<file path="config.mk">
export PLATFORM = sky130hd
export DESIGN_NAME = cp0_unit
export DESIGN_NICKNAME = d
export VERILOG_FILES = /design/src/rtl/cp0_pkg.sv /design/src/rtl/cp0_timer.sv /design/src/rtl/cp0_unit.sv
export SDC_FILE = /design/constraint.sdc
export NUM_CORES = 1
export LEC_CHECK = 0
export ABC_AREA = 1
export BUFFER_PORTS_ARGS = -buffer_cell sky130_fd_sc_hd__buf_2
export CORE_MARGIN = 2
export CORE_UTILIZATION = 30
export DETAILED_ROUTE_END_ITERATION = 7
export GPL_ROUTABILITY_DRIVEN = 0
export PLACE_DENSITY_LB_ADDON = 0.25
export SYNTH_ARGS = -nofsm -noshare
export SYNTH_HDL_FRONTEND = slang
export SYNTH_SLANG_ARGS = --single-unit
export TNS_END_PERCENT = 20
</file>
<file path="constraint.sdc">
create_clock -name clk -period 2.3 [get_ports clk]
set_input_delay 0.115 -clock clk [delete_from_list [all_inputs] [get_ports clk]]
set_output_delay 0.115 -clock clk [all_outputs]
set_load 0.02 [all_outputs]
</file>
<file path="src/rtl/cp0_pkg.sv">
`default_nettype none
// ============================================================================
// Module      : cp0_pkg
// Description : Shared constants for the coprocessor-0 slice: register
//               indices, field bit positions, exception codes, the handler
//               vector, and helpers that pack SR/Cause for mfc0 reads.
// Revision    : 1.0 - initial release
// ============================================================================
package cp0_pkg;

    // CP0 register indices as seen by mfc0/mtc0
    localparam logic [4:0] REG_COUNT   = 5'd9;
    localparam logic [4:0] REG_COMPARE = 5'd11;
    localparam logic [4:0] REG_SR      = 5'd12;
    localparam logic [4:0] REG_CAUSE   = 5'd13;
    localparam logic [4:0] REG_EPC     = 5'd14;
    localparam logic [4:0] REG_PRID    = 5'd15;

    // Field bit positions inside SR and Cause
    localparam int BIT_IE      = 0;
    localparam int BIT_EXL     = 1;
    localparam int BIT_EXC_LO  = 2;
    localparam int EXC_BITS    = 5;
    localparam int BIT_IM_BASE = 10;
    localparam int BIT_BD      = 31;

    // Six interrupt slots span bits 15:10; the top slot doubles as the timer
    localparam int IRQ_SLOTS   = 6;
    localparam int TIMER_SLOT  = 5;

    // Exception codes recorded in Cause.ExcCode
    localparam logic [4:0] EXC_INT  = 5'd0;
    localparam logic [4:0] EXC_ADEL = 5'd4;
    localparam logic [4:0] EXC_ADES = 5'd5;
    localparam logic [4:0] EXC_RI   = 5'd10;
    localparam logic [4:0] EXC_OV   = 5'd12;

    // Redirect target used by the core when req is taken
    localparam logic [31:0] HANDLER_ADDR = 32'h0000_4180;

    // Assemble the architectural SR view; unimplemented bits read 0
    function automatic logic [31:0] pack_sr(input logic [IRQ_SLOTS-1:0] im,
                                            input logic exl, input logic ie);
        logic [31:0] r;
        r = '0;
        r[BIT_IM_BASE +: IRQ_SLOTS] = im;
        r[BIT_EXL] = exl;
        r[BIT_IE]  = ie;
        return r;
    endfunction

    // Assemble the architectural Cause view; unimplemented bits read 0
    function automatic logic [31:0] pack_cause(input logic bd,
                                               input logic [IRQ_SLOTS-1:0] ip,
                                               input logic [EXC_BITS-1:0] exc);
        logic [31:0] r;
        r = '0;
        r[BIT_BD] = bd;
        r[BIT_IM_BASE +: IRQ_SLOTS] = ip;
        r[BIT_EXC_LO +: EXC_BITS] = exc;
        return r;
    endfunction

endpackage
`default_nettype wire

</file>
<file path="src/rtl/cp0_timer.sv">
`default_nettype none
// ============================================================================
// Module      : cp0_timer
// Description : Count/Compare timer. Count free-runs and wraps; a pending
//               flag latches when Count matches Compare and is cleared by
//               writing Compare. Only built when CP0_TIMER_EN is defined.
// Revision    : 1.0 - initial release
// ============================================================================
module cp0_timer (
    input  logic        clk,
    input  logic        reset,
    input  logic        count_we_i,
    input  logic        compare_we_i,
    input  logic [31:0] wdata_i,
    output logic [31:0] count_o,
    output logic [31:0] compare_o,
    output logic        pend_o
);
    import cp0_pkg::*;

    logic [31:0] count_q, count_d;
    logic [31:0] compare_q, compare_d;
    logic        pend_q, pend_d;

    // Next-state: a Count write replaces that cycle's increment; a Compare
    // write takes precedence over a coincident match so the clear sticks
    always_comb begin
        count_d   = count_we_i ? wdata_i : count_q + 32'd1;
        compare_d = compare_we_i ? wdata_i : compare_q;
        pend_d    = pend_q;
        if (compare_we_i) begin
            pend_d = 1'b0;
        end else if (count_q == compare_q) begin
            pend_d = 1'b1;
        end
    end

    // Timer state registers, cleared asynchronously
    always_ff @(posedge clk or negedge reset) begin
        if (!reset) begin
            count_q   <= '0;
            compare_q <= '0;
            pend_q    <= 1'b0;
        end else begin
            count_q   <= count_d;
            compare_q <= compare_d;
            pend_q    <= pend_d;
        end
    end

    assign count_o   = count_q;
    assign compare_o = compare_q;
    assign pend_o    = pend_q;

endmodule
`default_nettype wire

</file>
<file path="src/rtl/cp0_unit.sv">
`default_nettype none
// ============================================================================
// Module      : cp0_unit
// Description : M-stage coprocessor 0 holding SR, Cause, EPC and PRId.
//               Arbitrates hardware interrupts against the pipe's exception
//               code and raises a single combinational flush request.
//               Optional Count/Compare timer enabled by macro CP0_TIMER_EN.
// Revision    : 1.0 - initial release
// ============================================================================
module cp0_unit #(
    parameter int          NUM_HWINT = 6,
    parameter logic [31:0] PRID_VAL  = 32'h0000_7000,
    parameter int          EXC_W     = 5
) (
    input  logic                 clk,
    input  logic                 reset,
    input  logic                 we,
    input  logic [4:0]           addr,
    input  logic [31:0]          wdata,
    output logic [31:0]          rdata,
    input  logic [31:0]          vpc,
    input  logic                 bd_in,
    input  logic [EXC_W-1:0]     exccode_in,
    input  logic [NUM_HWINT-1:0] hwint,
    input  logic                 eret,
    output logic                 req,
    output logic [31:0]          epc_out
);
    import cp0_pkg::*;

    // Slots backed by a real interrupt source; IM bits outside it stay 0
    localparam logic [IRQ_SLOTS-1:0] HW_MASK =
        IRQ_SLOTS'((7'd1 << NUM_HWINT) - 7'd1);
`ifdef CP0_TIMER_EN
    localparam logic [IRQ_SLOTS-1:0] IM_MASK =
        HW_MASK | (IRQ_SLOTS'(1) << TIMER_SLOT);
`else
    localparam logic [IRQ_SLOTS-1:0] IM_MASK = HW_MASK;
`endif

    logic [IRQ_SLOTS-1:0] im_q, im_d;
    logic                 exl_q, exl_d;
    logic                 ie_q, ie_d;
    logic                 bd_q, bd_d;
    logic [EXC_BITS-1:0]  exc_q, exc_d;
    logic [IRQ_SLOTS-1:0] ip_q, ip_d;
    logic [31:0]          epc_q, epc_d;

    logic [IRQ_SLOTS-1:0] w_hw6;
    logic [IRQ_SLOTS-1:0] w_pend6;
    logic [IRQ_SLOTS-1:0] w_ip_read;
    logic                 w_int_req;
    logic                 w_exc_req;
    logic [31:0]          w_vpc_adj;

    assign w_hw6 = IRQ_SLOTS'(hwint);

`ifdef CP0_TIMER_EN
    logic        timer_pend;
    logic [31:0] count_val;
    logic [31:0] compare_val;

    generate
        if (NUM_HWINT > 5) begin : g_timer_slot_clash
            $error("cp0_unit: CP0_TIMER_EN needs NUM_HWINT <= 5 (slot 15 is the timer)");
        end
    endgenerate

    // Timer writes are subject to the same exception-wins rule as SR/EPC
    cp0_timer u_timer (
        .clk          (clk),
        .reset        (reset),
        .count_we_i   (we && !req && (addr == REG_COUNT)),
        .compare_we_i (we && !req && (addr == REG_COMPARE)),
        .wdata_i      (wdata),
        .count_o      (count_val),
        .compare_o    (compare_val),
        .pend_o       (timer_pend)
    );

    assign w_pend6   = w_hw6 | ({{(IRQ_SLOTS-1){1'b0}}, timer_pend} << TIMER_SLOT);
    assign w_ip_read = ip_q  | ({{(IRQ_SLOTS-1){1'b0}}, timer_pend} << TIMER_SLOT);
`else
    assign w_pend6   = w_hw6;
    assign w_ip_read = ip_q;
`endif

    // Interrupts sample the live lines so the request has no added latency
    assign w_int_req = ie_q & ~exl_q & (|(w_pend6 & im_q));
    assign w_exc_req = ~exl_q & (exccode_in != '0);
    assign req       = w_int_req | w_exc_req;

    // Delay-slot instructions resume at the branch, one word earlier
    assign w_vpc_adj = vpc - (bd_in ? 32'd4 : 32'd0);

    // Forward a same-cycle EPC write so mtc0 EPC followed by eret resolves
    assign epc_out = (we && (addr == REG_EPC)) ? {wdata[31:2], 2'b00} : epc_q;

    // Next-state: exception entry overrides mtc0; eret applies last
    always_comb begin
        im_d  = im_q;
        exl_d = exl_q;
        ie_d  = ie_q;
        bd_d  = bd_q;
        exc_d = exc_q;
        epc_d = epc_q;
        ip_d  = w_hw6;
        if (req) begin
            exl_d = 1'b1;
            exc_d = w_int_req ? EXC_INT : EXC_BITS'(exccode_in);
            bd_d  = bd_in;
            epc_d = w_vpc_adj & ~32'd3;
        end else begin
            if (we && (addr == REG_SR)) begin
                im_d  = wdata[BIT_IM_BASE +: IRQ_SLOTS] & IM_MASK;
                exl_d = wdata[BIT_EXL];
                ie_d  = wdata[BIT_IE];
            end
            if (we && (addr == REG_EPC)) begin
                epc_d = wdata & ~32'd3;
            end
            if (eret) begin
                exl_d = 1'b0;
            end
        end
    end

    // Architectural CP0 state, cleared asynchronously
    always_ff @(posedge clk or negedge reset) begin
        if (!reset) begin
            im_q  <= '0;
            exl_q <= 1'b0;
            ie_q  <= 1'b0;
            bd_q  <= 1'b0;
            exc_q <= '0;
            ip_q  <= '0;
            epc_q <= '0;
        end else begin
            im_q  <= im_d;
            exl_q <= exl_d;
            ie_q  <= ie_d;
            bd_q  <= bd_d;
            exc_q <= exc_d;
            ip_q  <= ip_d;
            epc_q <= epc_d;
        end
    end

    // mfc0 read mux returns pre-write register contents
    always_comb begin
        rdata = '0;
        case (addr)
            REG_SR:      rdata = pack_sr(im_q, exl_q, ie_q);
            REG_CAUSE:   rdata = pack_cause(bd_q, w_ip_read, exc_q);
            REG_EPC:     rdata = epc_q;
            REG_PRID:    rdata = PRID_VAL;
`ifdef CP0_TIMER_EN
            REG_COUNT:   rdata = count_val;
            REG_COMPARE: rdata = compare_val;
`endif
            default:     rdata = '0;
        endcase
    end

endmodule
`default_nettype wire

</file>
Yosys cells after proc, flatten, opt, wreduce, memory -nomap -nowiden
Index checks and enable logic that the tools add are counted.

word-level totals
  register bits = 52
  input port bits = 85
  output and inout port bits = 65
  logic and storage cells = 33

cells by class
  add/subtract/negate cells = 1
  equal/unequal tests = 4
  muxes and demuxes = 8
  bitwise logic cells = 7
  reductions and logical operators = 6

operator list
  operator            count
  $pmux 32 s4         1
  $mux 32             2
  $sub 32x3->32       1
  $eq 5x4->1 const B  4
  $and 6x6->6         1
  $reduce_or 6->1     1
  $mux 5              1
  $reduce_bool 5->1   1
  $and 1x1->1         3
  $mux 1              3
  $mux 3              1
  $reduce_bool 3->1   1
  $logic_and 1x1->1   2
  $not 1->1           2
  $reduce_and 2->1    1
  $or 1x1->1          1

Logic depth before layout (Yosys ltp)
Gate-level depths: netlist of run 1.

  depth in word-level cells = 6
  depth in mapped cells = 11
  gate-level depth less buffers = 11

Worst setup path after synthesis of run 1
No wires, ideal clock.

  path kind = reg2reg
  start = register im_q[2]
  end = register epc_q[23]
  library setup time = 0.119 ns
  arrival time = 1.311 ns
  data required time = 2.181 ns
  path slack = 0.870 ns
  stages on the path, launching flop included = 8
  path buffers = 1
  period minus slack after synthesis = 1.430 ns
  path through = dfrtp_1 > nand2_1 > nand3_1 > o21ai_2 > nand2_2 > clkbuf_1 > nand2_1 > nand2_1

on the way
  longest elaborated chain between the ends = 5

ends and longest elaborated chain
  element                 RTL line         RTL
  from (decl)             cp0_unit.sv:41   logic [IRQ_SLOTS-1:0] im_q, im_d;
  from (signal assigned)  cp0_unit.sv:139  im_q <= im_d;
  $and 6x6->6             cp0_unit.sv:89   assign w_int_req = ie_q & ~exl_q & (|(w_pend6 & im_q));
  $reduce_or 6->1         cp0_unit.sv:89
  $and 1x1->1             cp0_unit.sv:89
  $or 1x1->1              cp0_unit.sv:91   assign req = w_int_req | w_exc_req;
  net req                 cp0_unit.sv:26   output logic req,
  $mux 32                 cp0_unit.sv:108  if (req) begin
  net epc_d[23]           cp0_unit.sv:47   logic [31:0] epc_q, epc_d;
  to (signal assigned)    cp0_unit.sv:145  epc_q <= epc_d;
  to (decl)               cp0_unit.sv:47

The timed path passes the listed nets, and every way through them passes these cells.
A chain may end at the register's enable or synchronous reset.

Worst setup path in the final report of run 1
  start = input hwint[2]
  end = output req

on the way
  longest elaborated chain between the ends = 4

ends and longest elaborated chain
  element          RTL line        RTL
  from (decl)      cp0_unit.sv:24  input logic [NUM_HWINT-1:0] hwint,
  $and 6x6->6      cp0_unit.sv:89
  $reduce_or 6->1  cp0_unit.sv:89
  $and 1x1->1      cp0_unit.sv:89
  $or 1x1->1       cp0_unit.sv:91
  to (decl)        cp0_unit.sv:26

Every way passes these cells.

==> impl_metrics.csv, run 1 <==
group,metric,value,unit
route,ant_nets,0,
hold_path,hold_end,"exl_q$_DFFE_PN0P_",
floorplanning,core_area,11910,sq um
sta,min_period,2.009,ns
pwr,power,4.274,mW
grt,grt_pass1_wl,19180,um
clock_network,cts_sinks,52,
synthesis,synth-seq-cells,52,
sta,drv_slew,0,
synthesis,synth.top_cell.area_share,35.83,%
setup_path,critical_path.max_fanout,44,
finish,final_core_util,39.83,%
setup_path,r2r_start,"im_q[2]$_DFFE_PN0P_",
synthesis,ys_seq_area_share,35.83,%
route,vias,4025,
grt,grt_start_max_net_pins,47,
run,drv_cap,0,
route,drt_wl_total,12020,um
grt,antenna_found_initial,0,
setup_path,crit_type,"input port to output port",
sta,worstMarginPinSlew,0.4406,ns
floorplanning,rows,40,
pwr,p_leak,2.621,nW
floorplanning,die_area,13000,sq um
finish,drive_gt1_share,24.83,%
floorplanning,start_util,30.49,%
hold_path,hold_path.class,"input port to flip-flop",
clock_network,cts_tree,"done",
clock_network,cts_buffers,5,
clock_network,cts_resized,0,
hold_path,hold_start,"eret",
sta,rsz0062_at_grt,"no",
placed_design,dp_hpwl,9749,um
setup_path,cp-start-kind,"input port",
setup_path,reg2reg_depth,8,
placed_design,io_buffers,147,
synthesis,synthTopCellsByArea,"dfrtp_1, nand2_1, nor2_1",
clock_network,cts_buffer_depth,2,
route,vias_per_cell,4.616,
clock_network,cts-htree-levels,2,
sta,finalSetupTns,0,ns
sta,clock.fmax,0.4978,GHz
clock_network,clkTransAtPathRegs,0.07,ns
synthesis,netlist_instances,573,
setup_path,worst_r2r_endpoint,"epc_q[28]$_DFF_PN0_",
sta,timing.hold.ws,0.02021,ns
setup_path,cp.arrival,1.89,ns
synthesis,yosys_warnings,0,
pwr,p_per_area,900.9,nW/um^2
run_status,run_status,"finished, final reports clean",
synthesis,netlist_area,3632,sq um
grt,overflow,0,
synthesis,syn_nets,660,
synthesis,synth_area_per_cell,6.339,sq um
sta,maxSlewHeadroom,70.62,%
clock_network,root_buffer,"clkbuf_16",
route,drc,0,
hold_path,hold_path_depth,2,
sta,hold_viol,0,
finish,design_area,4745,sq um
route,firstDrtPassIters,4,
synthesis,synthDistinctLibCells,30,
setup_path,cp-end-kind,"output port",
grt,grt_pass1_vias,3913,
synthesis,synth_top_area_cell,"dfrtp_1",
placed_design,dpl_cell_area,4529,sq um
finish,antennaDiodeCount,0,
setup_path,crit_required,2.18,ns
clock_network,insertion_delay,0.29,ns
floorplanning,io-pin-count,150,
setup_path,rrSetupSlack,0.58,ns
route,drtIter0Drc,235,
finish,final_cell_mix,"nand2_1, buf_2, nor2_1",
sta,skew,0.007889,ns
finish,nets,811,
pwr,ir_worst_vdd,0.3123,mV
clock_network,post_cts.repair.setup_buffers,0,
grt,track_usage,18.63,%
floorplanning,die_h,114.0,um
floorplanning,fp.dieW,114.0,um
finish,area_growth,30.62,%
finish,final_common_cell,"nand2_1",
sta,post-route-period-util,87.34,%
route,wire_per_inst,13.78,um
sta,setup_viol,0,
## cell usage after synthesis
| master | number |
|---|---|
| a32o_1 | 5 |
| and2_1 | 11 |
| buf_1 | 1 |
| buf_2 | 5 |
| buf_4 | 2 |
| buf_6 | 4 |
| clkbuf_1 | 7 |
| dfrtp_1 | 52 |
| ha_1 | 2 |
| inv_1 | 69 |
| inv_2 | 4 |
| nand2_1 | 216 |
| nand2_2 | 1 |
| nand2_4 | 1 |
| nand3_1 | 32 |
| nand3_4 | 1 |
| nand3b_1 | 1 |
| nand4_1 | 6 |
| nor2_1 | 85 |
| nor2_2 | 3 |
| nor2_4 | 1 |
| o2111ai_1 | 2 |
| o211ai_1 | 1 |
| o21ai_0 | 23 |
| o21ai_1 | 19 |
| o21ai_2 | 6 |
| o21bai_1 | 1 |
| o22ai_1 | 1 |
| xnor2_1 | 7 |
| xor2_1 | 4 |
## state kept, by name, summed over array words and instances (netlist names)
name and flops:
epc_q 32, im_q 6, ip_q 6, exc_q 5, bd_q 1, exl_q 1, ie_q 1
## worst max path at each step
stage / start / endpoint / slack [ns] / cells past startpoint
finish: hwint[2] / req / 0.29 / 8
global route: hwint[4] / req / 0.19 / 8
CTS: hwint[2] / req / 0.30 / 8
detailed placement: vpc[2] / epc_q[14]$_DFF_PN0_ / 0.54 / 10
global placement: vpc[2] / epc_q[14]$_DFF_PN0_ / 0.56 / 10
floorplan: im_q[2]$_DFFE_PN0P_ / epc_q[23]$_DFF_PN0_ / 0.87 / 7
## metal layers
metal | up-vias | GRT usage, % | wire (um)
li1 | 2074 | - | -
met1 | 1854 | 24.91 | 5536
met4 | 0 | 4.228 | 103
met2 | 91 | 32.26 | 5945
met3 | 6 | 2.285 | 430
met5 | - | 0 | 0
## kinds of logic after synthesis
group | share of synthesized area (%)
AO/OA/AOI/OAI | 9.680
XOR/XNOR | 2.652
adder cells (fa/ha/maj) | 0.6888
buffers and inverters | 10.71
flip-flops | 35.83
AND/OR/NAND/NOR | 40.44
## worst max-delay path, cell delays in order
cell,delay (ns)
dlygate4sd3_1,0.54
buf_2,0.13
nand2_1,0.06
nand3_1,0.10
o21ai_2,0.32
nand2_2,0.10
buf_4,0.28
buf_2,0.22
## timing repair
| action | in CTS | in global routing |
|---|---|---|
| hold endpoints to repair | 22 | 0 |
| endpoints found under the setup margin | 0 | 0 |
| hold buffers | 7 | 0 |
## per-stage QoR
step / instances / setup WS (ns)
4_1_cts: 872 / 0.3026
2_1_floorplan: 573 / 0.8701
3_3_place_gp: 857 / 0.5563
5_1_grt: 872 / 0.1866
3_5_place_dp: 857 / 0.5405
6_report: 872 / 0.2911
## power by group
group          internal (mW)  total, mW  switching (mW)
sequential              1.27       1.42           0.145
combinational          0.702       2.11            1.41
clock                  0.407      0.746           0.340
total                   2.38       4.27            1.89
## final cells by class
type,count,area (sq um)
Sequential cell,52,1301
Clock inverter,2,16.27
Timing Repair Buffer,163,898.4
Clock buffer,6,128.9
Tap cell,147,183.9
Fill cell,1316,7167
Multi-Input combinational cell,429,1942
Inverter,73,274.0
(Power assumes the default switching activity.)
==> run 2: changes to the inputs <==
Settings changed: CORE_ASPECT_RATIO set to 1.25.
==> impl_metrics.csv, run 2 (synthesis results as in run 1) <==
group,metric,value,unit
finish,final_core_util,40.71,%
run,drv_cap,0,
run_status,run_status,"finished, final reports clean",
finish,largest-register,"epc_q",
sta,layout_setup_ws,0.2800,ns
setup_path,path_cells,"dlygate4sd3_1 -> buf_2 -> nand2_1 -> nand3_1 -> o21ai_2 -> nand2_2 -> buf_4 -> buf_2",
finish,fin_cells,885,
grt,track_usage,18.82,%
setup_path,rrSetupSlack,0.56,ns
sta,post-route-period-util,87.83,%
finish,fillers,1289,
setup_path,critical_path.max_fanout,44,
sta,maxSlewHeadroom,53.09,%
setup_path,cp-start-kind,"input port",
route,wire_per_inst,13.62,um
route,ant_nets,0,
clock_network,cts_tree,"done",
finish,area_growth,31.42,%
floorplanning,core_area,11730,sq um
setup_path,critPathBufInv,4,
pwr,p_sw_share,43.08,%
placed_design,io_buffers,147,
sta,worstMarginPinSlew,0.7037,ns
floorplanning,die_area,13010,sq um
sta,finalSetupTns,0,ns
placed_design,dp.cells,870,
setup_path,crit_type,"input port to output port",
pwr,seqPwrFrac,32.5,%
pwr,clkPwrFrac,19.4,%
route,firstDrtPassIters,5,
floorplanning,fp.dieW,102.4,um
finish,drive_gt1_share,24.72,%
placed_design,preCtsSetupSlack,0.4798,ns
sta,clock.fmax,0.4951,GHz
grt,grt_start_max_net_pins,53,
grt,overflow,0,
pwr,p_int,2.496,mW
clock_network,cts_sinks,52,
floorplanning,die_h,127.0,um
finish,largest_reg_flops,32,
finish,reg.largest.list,"epc_q: 32 flops, im_q: 6 flops, ip_q: 6 flops",
finish,final_cell_mix,"nand2_1, buf_2, nor2_1",
floorplanning,start_util,30.98,%
sta,setup_viol,0,
clock_network,cts_buffer_depth,2,
pwr,p_per_area,918.7,nW/um^2
hold_path,hold_path.class,"input port to flip-flop",
pwr,p_switching,1.889,mW
pwr,p_leak,2.629,nW
setup_path,path_common_cell,"buf_2",
sta,drv_slew,0,
route,drt_wl_total,12060,um
setup_path,cp.arrival,1.90,ns
clock_network,insertion_delay,0.30,ns
floorplanning,io-pin-count,150,
clock_network,cts-htree-levels,2,
sta,rsz0062_at_grt,"no",
clock_network,root_buffer,"clkbuf_16",
sta,hold_viol,0,
sta,skew,0.009951,ns
setup_path,slowest_stage,"dlygate4sd3_1",
grt,grt_pass1_vias,4018,
pwr,p_comb_share,48.1,%
pwr,power,4.385,mW
grt,antenna_found_initial,0,
setup_path,cp-end-kind,"output port",
clock_network,clkTransAtPathRegs,0.07,ns
route,drc,0,
setup_path,max_stage_delay,0.54,ns
floorplanning,rows,44,
route,drtIter0Drc,225,
clock_network,cts_buffers,5,
finish,final_common_cell,"nand2_1",
pwr,ir_worst_vdd,0.4307,mV
placed_design,dp_hpwl,9585,um
sta,min_period,2.020,ns
route,vias_per_cell,4.614,
finish,antennaDiodeCount,0,
finish,nets,810,
grt,grt_pass1_wl,19320,um
setup_path,crit_required,2.18,ns
route,vias,4083,
setup_path,cpLargestDelayFamily,"buffers and inverters",
-- run 2: area by class of cell --
cell class | instances | area [sq um] | share of cell area, %
Multi-Input combinational cell | 429 | 1942 | 40.68
Sequential cell | 52 | 1301 | 27.26
Timing Repair Buffer | 162 | 890.9 | 18.66
Inverter | 73 | 274.0 | 5.740
Tap cell | 161 | 201.4 | 4.220
Clock buffer | 6 | 128.9 | 2.700
Clock inverter | 2 | 35.03 | 0.7339
-- run 2: final timing paths --
path	endpoint	cells after the start	start
setup / recovery	req	8	hwint[2]
hold / removal	exl_q$_DFFE_PN0P_	2	eret
setup reg to reg	epc_q[10]$_DFF_PN0_	7	im_q[3]$_DFFE_PN0P_
hold reg to reg	ie_q$_DFFE_PN0P_	2	ie_q$_DFFE_PN0P_
max in group asynchronous	epc_q[27]$_DFF_PN0_	3	reset
min in group asynchronous	exc_q[1]$_DFFE_PN0N_	3	reset
-- run 2: routing by layer --
layer / GRT usage (%) / part of all wire (%) / vias to the layer above
met3: 2.079 / 3.9 / 13
li1: - / - / 2070
met5: 0 / 0 / -
met4: 5.569 / 1.8 / 0
met1: 25.28 / 45 / 1890
met2: 31.77 / 49 / 110
-- run 2: metrics by stage --
| step | instance area [sq um] | hold slack [ns] |
|---|---|---|
| after floorplan | 3632 | -0.1806 |
| after global placement | 4539 | 0.2430 |
| after detailed placement | 4539 | 0.2440 |
| after CTS | 4773 | 0.004934 |
| after global routing | 4773 | 0.01604 |
| final | 4773 | 0.009238 |
-- run 2: repair_timing --
action | 4_1_cts | 5_1_grt
resized for setup | 0 | 0
buffers inserted | 0 | 0
setup endpoints to repair | 0 | 0
hold buffers | 7 | 0
endpoints found under the hold margin | 58 | 0
-- run 2: power groups by stage --
stage	Sequential, mW	Combinational [mW]	Clock (mW)
2_1_floorplan	1.40	1.42	0
3_3_place_gp	1.43	2.09	0
3_5_place_dp	1.44	2.11	0
4_1_cts	1.43	2.13	0.876
5_1_grt	1.47	2.35	0.920
6_report	1.43	2.11	0.851
-- run 2: worst reg2reg max path, stage by stage, from the launching register on --
cell	delay (ns)
dfrtp_1	0.40
nand2_1	0.07
nand3_1	0.10
o21ai_2	0.33
nand2_2	0.10
buf_4	0.29
o21ai_0	0.22
o21ai_1	0.12
==> run 3: changes to the inputs <==
Settings changed: ABC_AREA 1 to not set.
==> impl_metrics.csv, run 3 <==
group,metric,value,unit
finish,drive_gt1_share,51.91,%
synthesis,netlist_area,3329,sq um
grt,overflow,0,
synthesis,async_reset_ff_share,100.0,%
route,vias,3017,
sta,clock.fmax,0.4790,GHz
route,vias_per_cell,4.970,
synthesis,synthFlopType,"dfrtp_1",
route,firstDrtPassIters,4,
route,wire_per_inst,16.39,um
grt,grt_pass1_wl,15840,um
setup_path,path_cells,"dlygate4sd3_1 -> buf_2 -> a22o_1 -> o31ai_1 -> a21o_1 -> inv_4 -> buf_2",
grt,antenna_found_initial,0,
floorplanning,fp.dieW,98.23,um
pwr,p_switching,1.580,mW
sta,rsz0062_at_grt,"no",
pwr,p_comb_share,45.6,%
finish,final_common_cell,"buf_2",
route,drt_wl_total,9950,um
setup_path,cp-end-kind,"output port",
floorplanning,start_util,30.34,%
synthesis,syn_nets,398,
setup_path,slowest_stage,"dlygate4sd3_1",
clock_network,cts_buffers,5,
clock_network,cts_buffer_depth,2,
clock_network,cts_tree,"done",
pwr,ir_worst_vdd,0.5348,mV
sta,worstMarginPinSlew,0.4883,ns
finish,final_core_util,41.14,%
synthesis,yosysMostFrequentCell,"mux2_2",
sta,finalSetupTns,0,ns
finish,nets,558,
grt,track_usage,16.69,%
route,ant_nets,0,
grt,grt_start_max_net_pins,36,
clock_network,cts-htree-levels,2,
setup_path,cp.arrival,1.97,ns
sta,min_period,2.088,ns
setup_path,cp-start-kind,"input port",
sta,skew,0.003942,ns
synthesis,synth.top_cell.area_share,39.08,%
synthesis,synthTopCellsByArea,"dfrtp_1, mux2_2, xor2_1",
finish,largest-register,"epc_q",
setup_path,path_common_cell,"buf_2",
setup_path,critPathBufInv,4,
pwr,seqPwrFrac,36.0,%
run_status,run_status,"finished, final reports clean",
route,drc,0,
finish,reg.largest.list,"epc_q: 32 flops, im_q: 6 flops, ip_q: 6 flops",
sta,maxSlewHeadroom,67.45,%
setup_path,critical_path.max_fanout,35,
finish,antennaDiodeCount,0,
sta,hold_viol,0,
synthesis,netlist_instances,311,
floorplanning,die_h,121.8,um
synthesis,ys_seq_area_share,39.08,%
finish,area_growth,35.63,%
floorplanning,rows,43,
finish,fillers,1166,
pwr,p_int,2.578,mW
finish,largest_reg_flops,32,
pwr,p_per_area,920.8,nW/um^2
setup_path,crit_required,2.18,ns
setup_path,cpLargestDelayFamily,"buffers and inverters",
synthesis,synth-seq-cells,52,
sta,post-route-period-util,90.77,%
placed_design,dp_hpwl,7709,um
clock_network,insertion_delay,0.29,ns
synthesis,yosys_warnings,0,
clock_network,root_buffer,"clkbuf_16",
run,drv_cap,0,
floorplanning,io-pin-count,150,
clock_network,clkTransAtPathRegs,0.07,ns
synthesis,synth_edf_count,0,
route,drtIter0Drc,121,
pwr,p_sw_share,38.00,%
synthesis,synth.cells.most_frequent,"mux2_2, dfrtp_1, nand2_1",
synthesis,synthDistinctLibCells,44,
hold_path,hold_path.class,"input port to flip-flop",
sta,setup_viol,0,
floorplanning,die_area,11960,sq um
grt,grt_pass1_vias,3094,
floorplanning,core_area,10980,sq um
pwr,p_leak,2.238,nW
clock_network,cts_sinks,52,
synthesis,synth_area_per_cell,10.71,sq um
finish,final_cell_mix,"buf_2, mux2_2, dfrtp_1",
pwr,clkPwrFrac,18.4,%
setup_path,crit_type,"input port to output port",
placed_design,io_buffers,147,
sta,drv_slew,0,
synthesis,synth_top_area_cell,"dfrtp_1",
setup_path,max_stage_delay,0.53,ns
[run 3: cells by family (layout without fill, tap and decap cells)]
kind of cell	Yosys count	count (layout)	share of synthesized area, %
XOR/XNOR	26	26	6.839
flip-flops	52	52	39.08
AO/OA/AOI/OAI	31	31	7.216
buffers and inverters	23	184	3.232
multiplexers	66	66	22.21
AND/OR/NAND/NOR	111	111	20.67
adder cells (fa/ha/maj)	2	2	0.7515
[run 3: through the flow]
stage               hold WS [ns]  setup slack, ns  cells  total power, mW  cell area (sq um)
floorplan                -0.1806          0.06016    311            2.765               3329
global placement         0.09950         -0.02187    592            3.400               4294
detailed placement        0.1071         -0.05984    592            3.419               4294
CTS                      0.02725          0.01910    607            4.223               4513
global route             0.03116          0.03411    607            4.448               4516
finish                   0.02349           0.2122    607            4.158               4516
[run 3: path summary, 6_finish.rpt]
kind | start | slack (ns) | cells after the start | end
max in group asynchronous | reset | 1.15 | 3 | epc_q[14]$_DFF_PN0_
min reg2reg | bd_q$_DFFE_PN0N_ | 0.48 | 2 | bd_q$_DFFE_PN0N_
min | eret | 0.02 | 2 | exl_q$_DFFE_PN0P_
max | hwint[3] | 0.21 | 7 | req
min in group asynchronous | reset | 0.32 | 2 | epc_q[31]$_DFF_PN0_
max reg2reg | im_q[1]$_DFFE_PN0P_ | 0.28 | 7 | im_q[2]$_DFFE_PN0P_
[run 3: area by class of cell]
cell class                 instances  area (sq um)  area share, %
clock buffer                       6         138.9          3.076
clock inverter                     2         10.01         0.2217
inverter                           4         17.52         0.3879
multi-input combinational        236          1926          42.64
sequential                        52          1301          28.82
tap                              135         168.9          3.741
timing repair buffer             172         953.4          21.11
[run 3: power by group through the flow]
stage / clock network, mW / registers (mW) / logic [mW]
after floorplan: 0 / 1.43 / 1.34
after global placement: 0 / 1.51 / 1.89
after detailed placement: 0 / 1.50 / 1.92
after CTS: 0.797 / 1.50 / 1.93
after global routing: 0.828 / 1.54 / 2.08
final: 0.767 / 1.50 / 1.90
[run 3: routing by layer]
metal | global-route usage, % | up-vias | share of wire, %
li1 | - | 1454 | -
met1 | 20.17 | 1430 | 41
met2 | 28.81 | 119 | 49
met3 | 4.131 | 14 | 7.4
met4 | 6.250 | 0 | 2.5
met5 | 0 | - | 0
[run 3: what timing repair did]
item	4_1_cts	5_1_grt
buffers inserted	0	0
hold buffers	7	0
gates resized for setup	0	2
hold endpoints to repair	26	0
endpoints found under the setup margin	0	1
